[src/rtl/alu_op_sequencer.sv]
// alu_op_sequencer: hardwired control unit that walks one instruction through
// fetch (T0..T2) and execute (T3..T6). It drives one-hot register strobes,
// datapath strobes and a one-hot ALU op select. All outputs are registered
// and are decoded from the state being entered, so they reflect the
// registered state only (Moore).
module alu_op_sequencer #(
  parameter int NUM_REGS = 16,
  parameter int MEM_WAIT = 1
) (
  input  logic                clock,
  input  logic                clear,
  input  logic                start,
  input  logic [31:0]         ir,
  output logic                busy,
  output logic                done,
  output logic                illegal,
  output logic [2:0]          step,
  output logic [NUM_REGS-1:0] reg_in,
  output logic [NUM_REGS-1:0] reg_out,
  output logic                PCout,
  output logic                MARin,
  output logic                IncPC,
  output logic                Zin,
  output logic                Zlowout,
  output logic                Zhighout,
  output logic                PCin,
  output logic                Read,
  output logic                MDRin,
  output logic                MDRout,
  output logic                IRin,
  output logic                Yin,
  output logic                HIin,
  output logic                LOin,
  output logic [12:0]         alu_sel
);

  typedef enum logic [2:0] {
    S_IDLE = 3'd0, S_T0 = 3'd1, S_T1 = 3'd2, S_T2 = 3'd3,
    S_T3   = 3'd4, S_T4 = 3'd5, S_T5 = 3'd6, S_T6 = 3'd7
  } state_t;

  // Instruction class; zero encoding is "illegal" so reset leaves no valid op.
  typedef enum logic [1:0] {
    C_ILL = 2'd0, C_BIN = 2'd1, C_UNA = 2'd2, C_WIDE = 2'd3
  } cls_t;

  // Strobe vector bit positions.
  localparam int B_PCOUT  = 13;
  localparam int B_MARIN  = 12;
  localparam int B_INCPC  = 11;
  localparam int B_ZIN    = 10;
  localparam int B_ZLO    = 9;
  localparam int B_ZHI    = 8;
  localparam int B_PCIN   = 7;
  localparam int B_READ   = 6;
  localparam int B_MDRIN  = 5;
  localparam int B_MDROUT = 4;
  localparam int B_IRIN   = 3;
  localparam int B_YIN    = 2;
  localparam int B_HIIN   = 1;
  localparam int B_LOIN   = 0;

  localparam logic [2:0] WAIT_LAST = 3'(MEM_WAIT - 1);
  localparam logic [4:0] NREGS5    = 5'(NUM_REGS);

  state_t      state_q, state_d;
  logic [2:0]  wait_q, wait_d;
  cls_t        cls_q, cls_d;
  logic [3:0]  ra_q, ra_d, rb_q, rb_d, rc_q, rc_d;
  logic [3:0]  op_q, op_d;

  // Decoder outputs (combinational view of ir).
  cls_t        dec_cls;
  logic [3:0]  dec_op;
  logic [4:0]  opcode;
  logic [3:0]  f_ra, f_rb, f_rc;

  // Output next-state values and their registers.
  logic        busy_d, done_d, ill_d;
  logic        busy_q, done_q, ill_q;
  logic [2:0]  step_d, step_q;
  logic [13:0] strb_d, strb_q;
  logic        rin_en, rout_en, alu_en;
  logic [3:0]  rin_idx, rout_idx;
  logic [NUM_REGS-1:0] rin_d, rout_d, rin_q, rout_q;
  logic [12:0] alu_d, alu_q;

  // Low instruction bits carry no meaning for this control unit.
  logic unused_ir_bits;
  assign unused_ir_bits = ^ir[14:0];

  assign opcode = ir[31:27];
  assign f_ra   = ir[26:23];
  assign f_rb   = ir[22:19];
  assign f_rc   = ir[18:15];

  // Classify the opcode and reject register fields beyond the register file.
  always_comb begin
    dec_cls = C_ILL;
    dec_op  = 4'd0;
    case (opcode)
      5'b00000, 5'b00001, 5'b00010, 5'b00011, 5'b00100,
      5'b00101, 5'b00110, 5'b00111, 5'b01000: begin
        dec_cls = C_BIN;
        dec_op  = opcode[3:0];
      end
      5'b01111: begin dec_cls = C_WIDE; dec_op = 4'd9;  end
      5'b10000: begin dec_cls = C_WIDE; dec_op = 4'd10; end
      5'b10001: begin dec_cls = C_UNA;  dec_op = 4'd11; end
      5'b10010: begin dec_cls = C_UNA;  dec_op = 4'd12; end
      default:  begin dec_cls = C_ILL;  dec_op = 4'd0;  end
    endcase
    if ({1'b0, f_ra} >= NREGS5 || {1'b0, f_rb} >= NREGS5) begin
      dec_cls = C_ILL;
    end
    if (dec_cls == C_BIN && {1'b0, f_rc} >= NREGS5) begin
      dec_cls = C_ILL;
    end
  end

  // Next state, T1 wait counter and decode latch (captured leaving T2).
  always_comb begin
    state_d = state_q;
    wait_d  = wait_q;
    cls_d   = cls_q;
    ra_d    = ra_q;
    rb_d    = rb_q;
    rc_d    = rc_q;
    op_d    = op_q;
    case (state_q)
      S_IDLE: if (start) state_d = S_T0;
      S_T0: begin
        state_d = S_T1;
        wait_d  = 3'd0;
      end
      S_T1: begin
        if (wait_q == WAIT_LAST) begin
          state_d = S_T2;
          wait_d  = 3'd0;
        end else begin
          wait_d = 3'(wait_q + 3'd1);
        end
      end
      S_T2: begin
        state_d = S_T3;
        cls_d   = dec_cls;
        ra_d    = f_ra;
        rb_d    = f_rb;
        rc_d    = f_rc;
        op_d    = dec_op;
      end
      S_T3:    state_d = (cls_q == C_ILL) ? S_IDLE : S_T4;
      S_T4:    state_d = (cls_q == C_UNA) ? S_IDLE : S_T5;
      S_T5:    state_d = (cls_q == C_WIDE) ? S_T6 : S_IDLE;
      S_T6:    state_d = S_IDLE;
      default: state_d = S_IDLE;
    endcase
  end

  // Strobes for the state being entered, so the registered copy is Moore.
  always_comb begin
    busy_d   = (state_d != S_IDLE);
    done_d   = 1'b0;
    ill_d    = 1'b0;
    step_d   = 3'd0;
    strb_d   = '0;
    rin_en   = 1'b0;
    rout_en  = 1'b0;
    alu_en   = 1'b0;
    rin_idx  = ra_d;
    rout_idx = rb_d;
    case (state_d)
      S_T0: begin
        step_d = 3'd0;
        strb_d[B_PCOUT] = 1'b1;
        strb_d[B_MARIN] = 1'b1;
        strb_d[B_INCPC] = 1'b1;
        strb_d[B_ZIN]   = 1'b1;
      end
      S_T1: begin
        step_d = 3'd1;
        strb_d[B_READ]  = 1'b1;
        strb_d[B_MDRIN] = 1'b1;
        if (wait_d == 3'd0) begin
          strb_d[B_ZLO]  = 1'b1;
          strb_d[B_PCIN] = 1'b1;
        end
      end
      S_T2: begin
        step_d = 3'd2;
        strb_d[B_MDROUT] = 1'b1;
        strb_d[B_IRIN]   = 1'b1;
      end
      S_T3: begin
        step_d = 3'd3;
        case (cls_d)
          C_BIN: begin
            rout_en = 1'b1;
            strb_d[B_YIN] = 1'b1;
          end
          C_UNA: begin
            rout_en = 1'b1;
            alu_en  = 1'b1;
            strb_d[B_ZIN] = 1'b1;
          end
          C_WIDE: begin
            rout_en  = 1'b1;
            rout_idx = ra_d;
            strb_d[B_YIN] = 1'b1;
          end
          default: ill_d = 1'b1;
        endcase
      end
      S_T4: begin
        step_d = 3'd4;
        case (cls_d)
          C_BIN: begin
            rout_en  = 1'b1;
            rout_idx = rc_d;
            alu_en   = 1'b1;
            strb_d[B_ZIN] = 1'b1;
          end
          C_UNA: begin
            rin_en = 1'b1;
            done_d = 1'b1;
            strb_d[B_ZLO] = 1'b1;
          end
          C_WIDE: begin
            rout_en = 1'b1;
            alu_en  = 1'b1;
            strb_d[B_ZIN] = 1'b1;
          end
          default: ;
        endcase
      end
      S_T5: begin
        step_d = 3'd5;
        strb_d[B_ZLO] = 1'b1;
        if (cls_d == C_WIDE) begin
          strb_d[B_LOIN] = 1'b1;
        end else begin
          rin_en = 1'b1;
          done_d = 1'b1;
        end
      end
      S_T6: begin
        step_d = 3'd6;
        done_d = 1'b1;
        strb_d[B_ZHI]  = 1'b1;
        strb_d[B_HIIN] = 1'b1;
      end
      default: ;
    endcase
  end

  // One-hot expansion of register indices and ALU op.
  genvar gi;
  generate
    for (gi = 0; gi < NUM_REGS; gi++) begin : g_regsel
      assign rin_d[gi]  = rin_en  && (rin_idx  == 4'(gi));
      assign rout_d[gi] = rout_en && (rout_idx == 4'(gi));
    end
    for (gi = 0; gi < 13; gi++) begin : g_alusel
      assign alu_d[gi] = alu_en && (op_d == 4'(gi));
    end
  endgenerate

  // State, decode and output registers; clear wins over everything.
  always_ff @(posedge clock) begin
    if (clear) begin
      state_q <= S_IDLE;
      wait_q  <= 3'd0;
      cls_q   <= C_ILL;
      ra_q    <= 4'd0;
      rb_q    <= 4'd0;
      rc_q    <= 4'd0;
      op_q    <= 4'd0;
      busy_q  <= 1'b0;
      done_q  <= 1'b0;
      ill_q   <= 1'b0;
      step_q  <= 3'd0;
      strb_q  <= '0;
      rin_q   <= '0;
      rout_q  <= '0;
      alu_q   <= '0;
    end else begin
      state_q <= state_d;
      wait_q  <= wait_d;
      cls_q   <= cls_d;
      ra_q    <= ra_d;
      rb_q    <= rb_d;
      rc_q    <= rc_d;
      op_q    <= op_d;
      busy_q  <= busy_d;
      done_q  <= done_d;
      ill_q   <= ill_d;
      step_q  <= step_d;
      strb_q  <= strb_d;
      rin_q   <= rin_d;
      rout_q  <= rout_d;
      alu_q   <= alu_d;
    end
  end

  assign busy     = busy_q;
  assign done     = done_q;
  assign illegal  = ill_q;
  assign step     = step_q;
  assign reg_in   = rin_q;
  assign reg_out  = rout_q;
  assign alu_sel  = alu_q;
  assign PCout    = strb_q[B_PCOUT];
  assign MARin    = strb_q[B_MARIN];
  assign IncPC    = strb_q[B_INCPC];
  assign Zin      = strb_q[B_ZIN];
  assign Zlowout  = strb_q[B_ZLO];
  assign Zhighout = strb_q[B_ZHI];
  assign PCin     = strb_q[B_PCIN];
  assign Read     = strb_q[B_READ];
  assign MDRin    = strb_q[B_MDRIN];
  assign MDRout   = strb_q[B_MDROUT];
  assign IRin     = strb_q[B_IRIN];
  assign Yin      = strb_q[B_YIN];
  assign HIin     = strb_q[B_HIIN];
  assign LOin     = strb_q[B_LOIN];

endmodule

[config.mk]
export PLATFORM = sky130hd
export DESIGN_NAME = alu_op_sequencer
export DESIGN_NICKNAME = d
export VERILOG_FILES = /design/src/rtl/alu_op_sequencer.sv
export SDC_FILE = /design/constraint.sdc
export NUM_CORES = 1
export LEC_CHECK = 0
export BUFFER_PORTS_ARGS = -buffer_cell sky130_fd_sc_hd__buf_4
export CAP_MARGIN = 5
export CORE_MARGIN = 2
export CORE_UTILIZATION = 45
export CTS_CLUSTER_DIAMETER = 120
export DETAILED_ROUTE_END_ITERATION = 12
export PLACE_DENSITY = 0.71
export SYNTH_ARGS = -nofsm -noshare
export SYNTH_HDL_FRONTEND = slang
export SYNTH_SLANG_ARGS = --single-unit
[constraint.sdc]
create_clock -name clock -period 2.6 [get_ports clock]
set_clock_uncertainty 0.2 [all_clocks]
set_input_delay 0.52 -clock clock [delete_from_list [all_inputs] [get_ports clock]]
set_output_delay 0.52 -clock clock [all_outputs]
set_load 0.01 [all_outputs]
==> results.toml <==
[status]
status = "finished clean"

[route]
wire_per_inst_um = 12.9
drtAntennaViolNets = 0
wirelength_um = 7320
drtIter0Drc = 138
firstDrtPassIters = 5
wl_met1_um = 3300
drc = 0
vias = 2943
dr.max_layer_used = "met4"
wl_met2_um = 3450
wl_met3_um = 488
vias_per_cell = 5.19

[clock_network]
insertion_delay_ns = 0.35
cts_tree = "done"
cts_buffers = 9
holdBufCountCts = 0
cts_buffer_depth = 2
clkTransAtPathRegs_ns = 0.09
cts.htree.levels = 3
cts.sinks = 84
clockRootBuffer = "clkbuf_8"

[global_route]
antenna_found_initial = 0
grt_overflow = 0
grt_pass1_vias = 2663
track_usage_pct = 18.0
grt_pass1_wl_um = 12300
grt_max_degree = 39

[finish]
multi_input_area_mm2 = 0.00155
layout-drive-gt1-share_pct = 26.7
syn_to_final_growth_pct = 25.8
fillers = 673
final_core_util_pct = 58.8
antenna_cells = 0
final_cell_area_mm2 = 0.00429
layout.nets = 500
regArea_mm2 = 0.00168

[synth]
synth_compound_area_share_pct = 14.7
yosys_most_used_dff = "dfxtp_1"
yosys_warnings = 0
synthSimpleGateAreaFrac_pct = 28.0
synth_largest_area_cell = "dfxtp_1"
yosysSeqAreaShare_pct = 49.3
synthMuxAreaShare_pct = 1.83
synth_common_cells = "dfxtp_1, nor2_1, nand2_1, a21oi_1, nor3_1"
syn_area_mm2 = 0.00341
synth-edff-count = 0
synth-xor-area-share_pct = 0.257
synthCells = 385
synth_nets = 422
netlist.area_leader.share_pct = 49.3
async_flop_share_pct = 0
synth_most_common_cell = "dfxtp_1"
postSynthAreaPerCell_um2 = 8.86
ys_ff_latch = 84
ys_types = 65
synth_fa_ha_area_share_pct = 0.734
synth_top_family_by_area = "simple AND/OR/NAND/NOR gates"
yosys-top-cells-area = "dfxtp_1, nor2_1, nand2_1, a21oi_1, nor3_1"

[power_and_ir_drop]
ir_worst_vdd_v = 0.000404
leakage_nw = 1.78
cellPowerDensity_mw_per_mm2 = 649

[sta]
rsz0062_at_grt = "no"
timing.final.max_slew_violations = 0
setup_ws_ns = 0.373
hold_viol = 0
tns_ns = 0
setup_viol = 0
tightest_slew_ns = 0.443
slew_headroom_pct = 70.4
clock.fmax_mhz = 449
layout_min_cycle_time_ns = 2.23
fin_crit_sh_pct = 85.6
fin_hold_ws_ns = 0.217

[floorplan]
die_y_um = 91.1
dieArea_mm2 = 0.00829
die_x_um = 91.1
ios = 100
row_count = 31
initial_core_util_pct = 46.8
core_mm2 = 0.00729

[place]
io_buffers = 84
dp_slack_ns = 0.139
gp_congestion = 0.835
place_area_mm2 = 0.00409
hpwlAfterDp_um = 5360

[worst_setup_path]
cp_slowest_cell = "dfxtp_1"
slowest_delay_ns = 0.51
critPathTopFamily = "simple AND/OR/NAND/NOR gates"
cp_num_buf_inv = 0
required_ns = 2.66
worstSetupEndpointType = "flop"
crit_chain = "nand4bb_1, or2_1, o221a_1, a21oi_4, nand2_2, nor3_1"
startpoint_type = "flop"
criticalPathCategory = "flop to flop"
cp.arrival_ns = 2.29
cp_max_fo = 10

[job]
drv_cap = 0

[hold_path]
hp-class = "input pin to flop"
==> layout by cell type (no fill, tap or decap), drive strengths merged, types with 3 or more instances in the layout <==
master  Yosys  layout
mux2i       5       5
nand3b      5       5
nand2      41      41
nor2b       6       6
buf        21      93
or2         4       4
o21a        3       3
a221o       5       5
inv         9      11
nor3       15      15
nand3      10      10
a21oi      23      23
a22oi       4       4
clkbuf      5      10
o21ai       6       6
a221oi      3       3
nand2b      7       7
dfxtp      84      84
a31oi       6       6
o22ai       5       5
nor2       72      72
nor3b       6       6
and3        3       3
==> path summary, 6_finish.rpt <==
| kind | start | cells past startpoint | to | slack (ns) |
|---|---|---|---|---|
| max reg2reg | state_q[2] | 6 | reg_out[15] | 0.37 |
| max | state_q[2] | 6 | reg_out[15] | 0.37 |
| min | ir[18] | 3 | rc_q[3] | 0.22 |
| min reg2reg | rc_q[0] | 2 | rc_q[0] | 0.27 |
==> kinds of logic after synthesis <==
logic type	after synthesis
buffers and inverters	35
muxes	5
AOI/OAI and AO/OA	72
adders and majority gates	2
xor gates and xnor gates	1
and+or+nand+nor	186
DFF	84
==> per-stage QoR <==
stage	cells	total power, mW
floorplan	385	1.74
global placement	551	1.88
detailed placement	551	1.89
CTS	567	2.80
global route	567	2.93
finish	567	2.78
==> final cells by class <==
cell class,instances,area share [%]
sequential,84,39.2
multi-input combinational,266,36.2
timing repair buffer,93,16.3
clock buffer,10,2.97
tap,99,2.89
clock inverter,6,1.66
inverter,9,0.787
==> where the power goes <==
group          internal, mW  switching (mW)  total, mW
combinational         0.209           0.267      0.476
sequential             1.34          0.0501       1.39
clock                 0.452           0.468      0.920
total                  2.00           0.785       2.78
==> worst register-to-register path, cell delays in order (launching register included) <==
cell,delay [ns]
dfxtp_1,0.51
nand4bb_1,0.23
or2_1,0.39
o221a_1,0.32
a21oi_4,0.19
nand2_2,0.11
nor3_1,0.21
==> flip-flops by register name, summed over array words and instances (netlist names) <==
signal and count:
rb_q 4, strb_q 9, step 3, reg_out 16, state_q 3, reg_in 16, illegal 1, busy 1
op_q 4, wait_q 3, done 1, alu_sel 13, rc_q 4, cls_q 2, ra_q 4
==> repair_timing <==
action                     in CTS  in global routing
hold endpoints to repair        0                  0
setup buffers                   0                  0
setup endpoints to repair       0                  1
gates resized for setup         0                  1
==> routing by layer <==
layer,global-route usage [%],vias up
li1,-,1488
met1,23.3,1354
met2,28.3,92
met3,5.64,9
met4,6.57,0
met5,0,-
(Power assumes the default switching activity.)
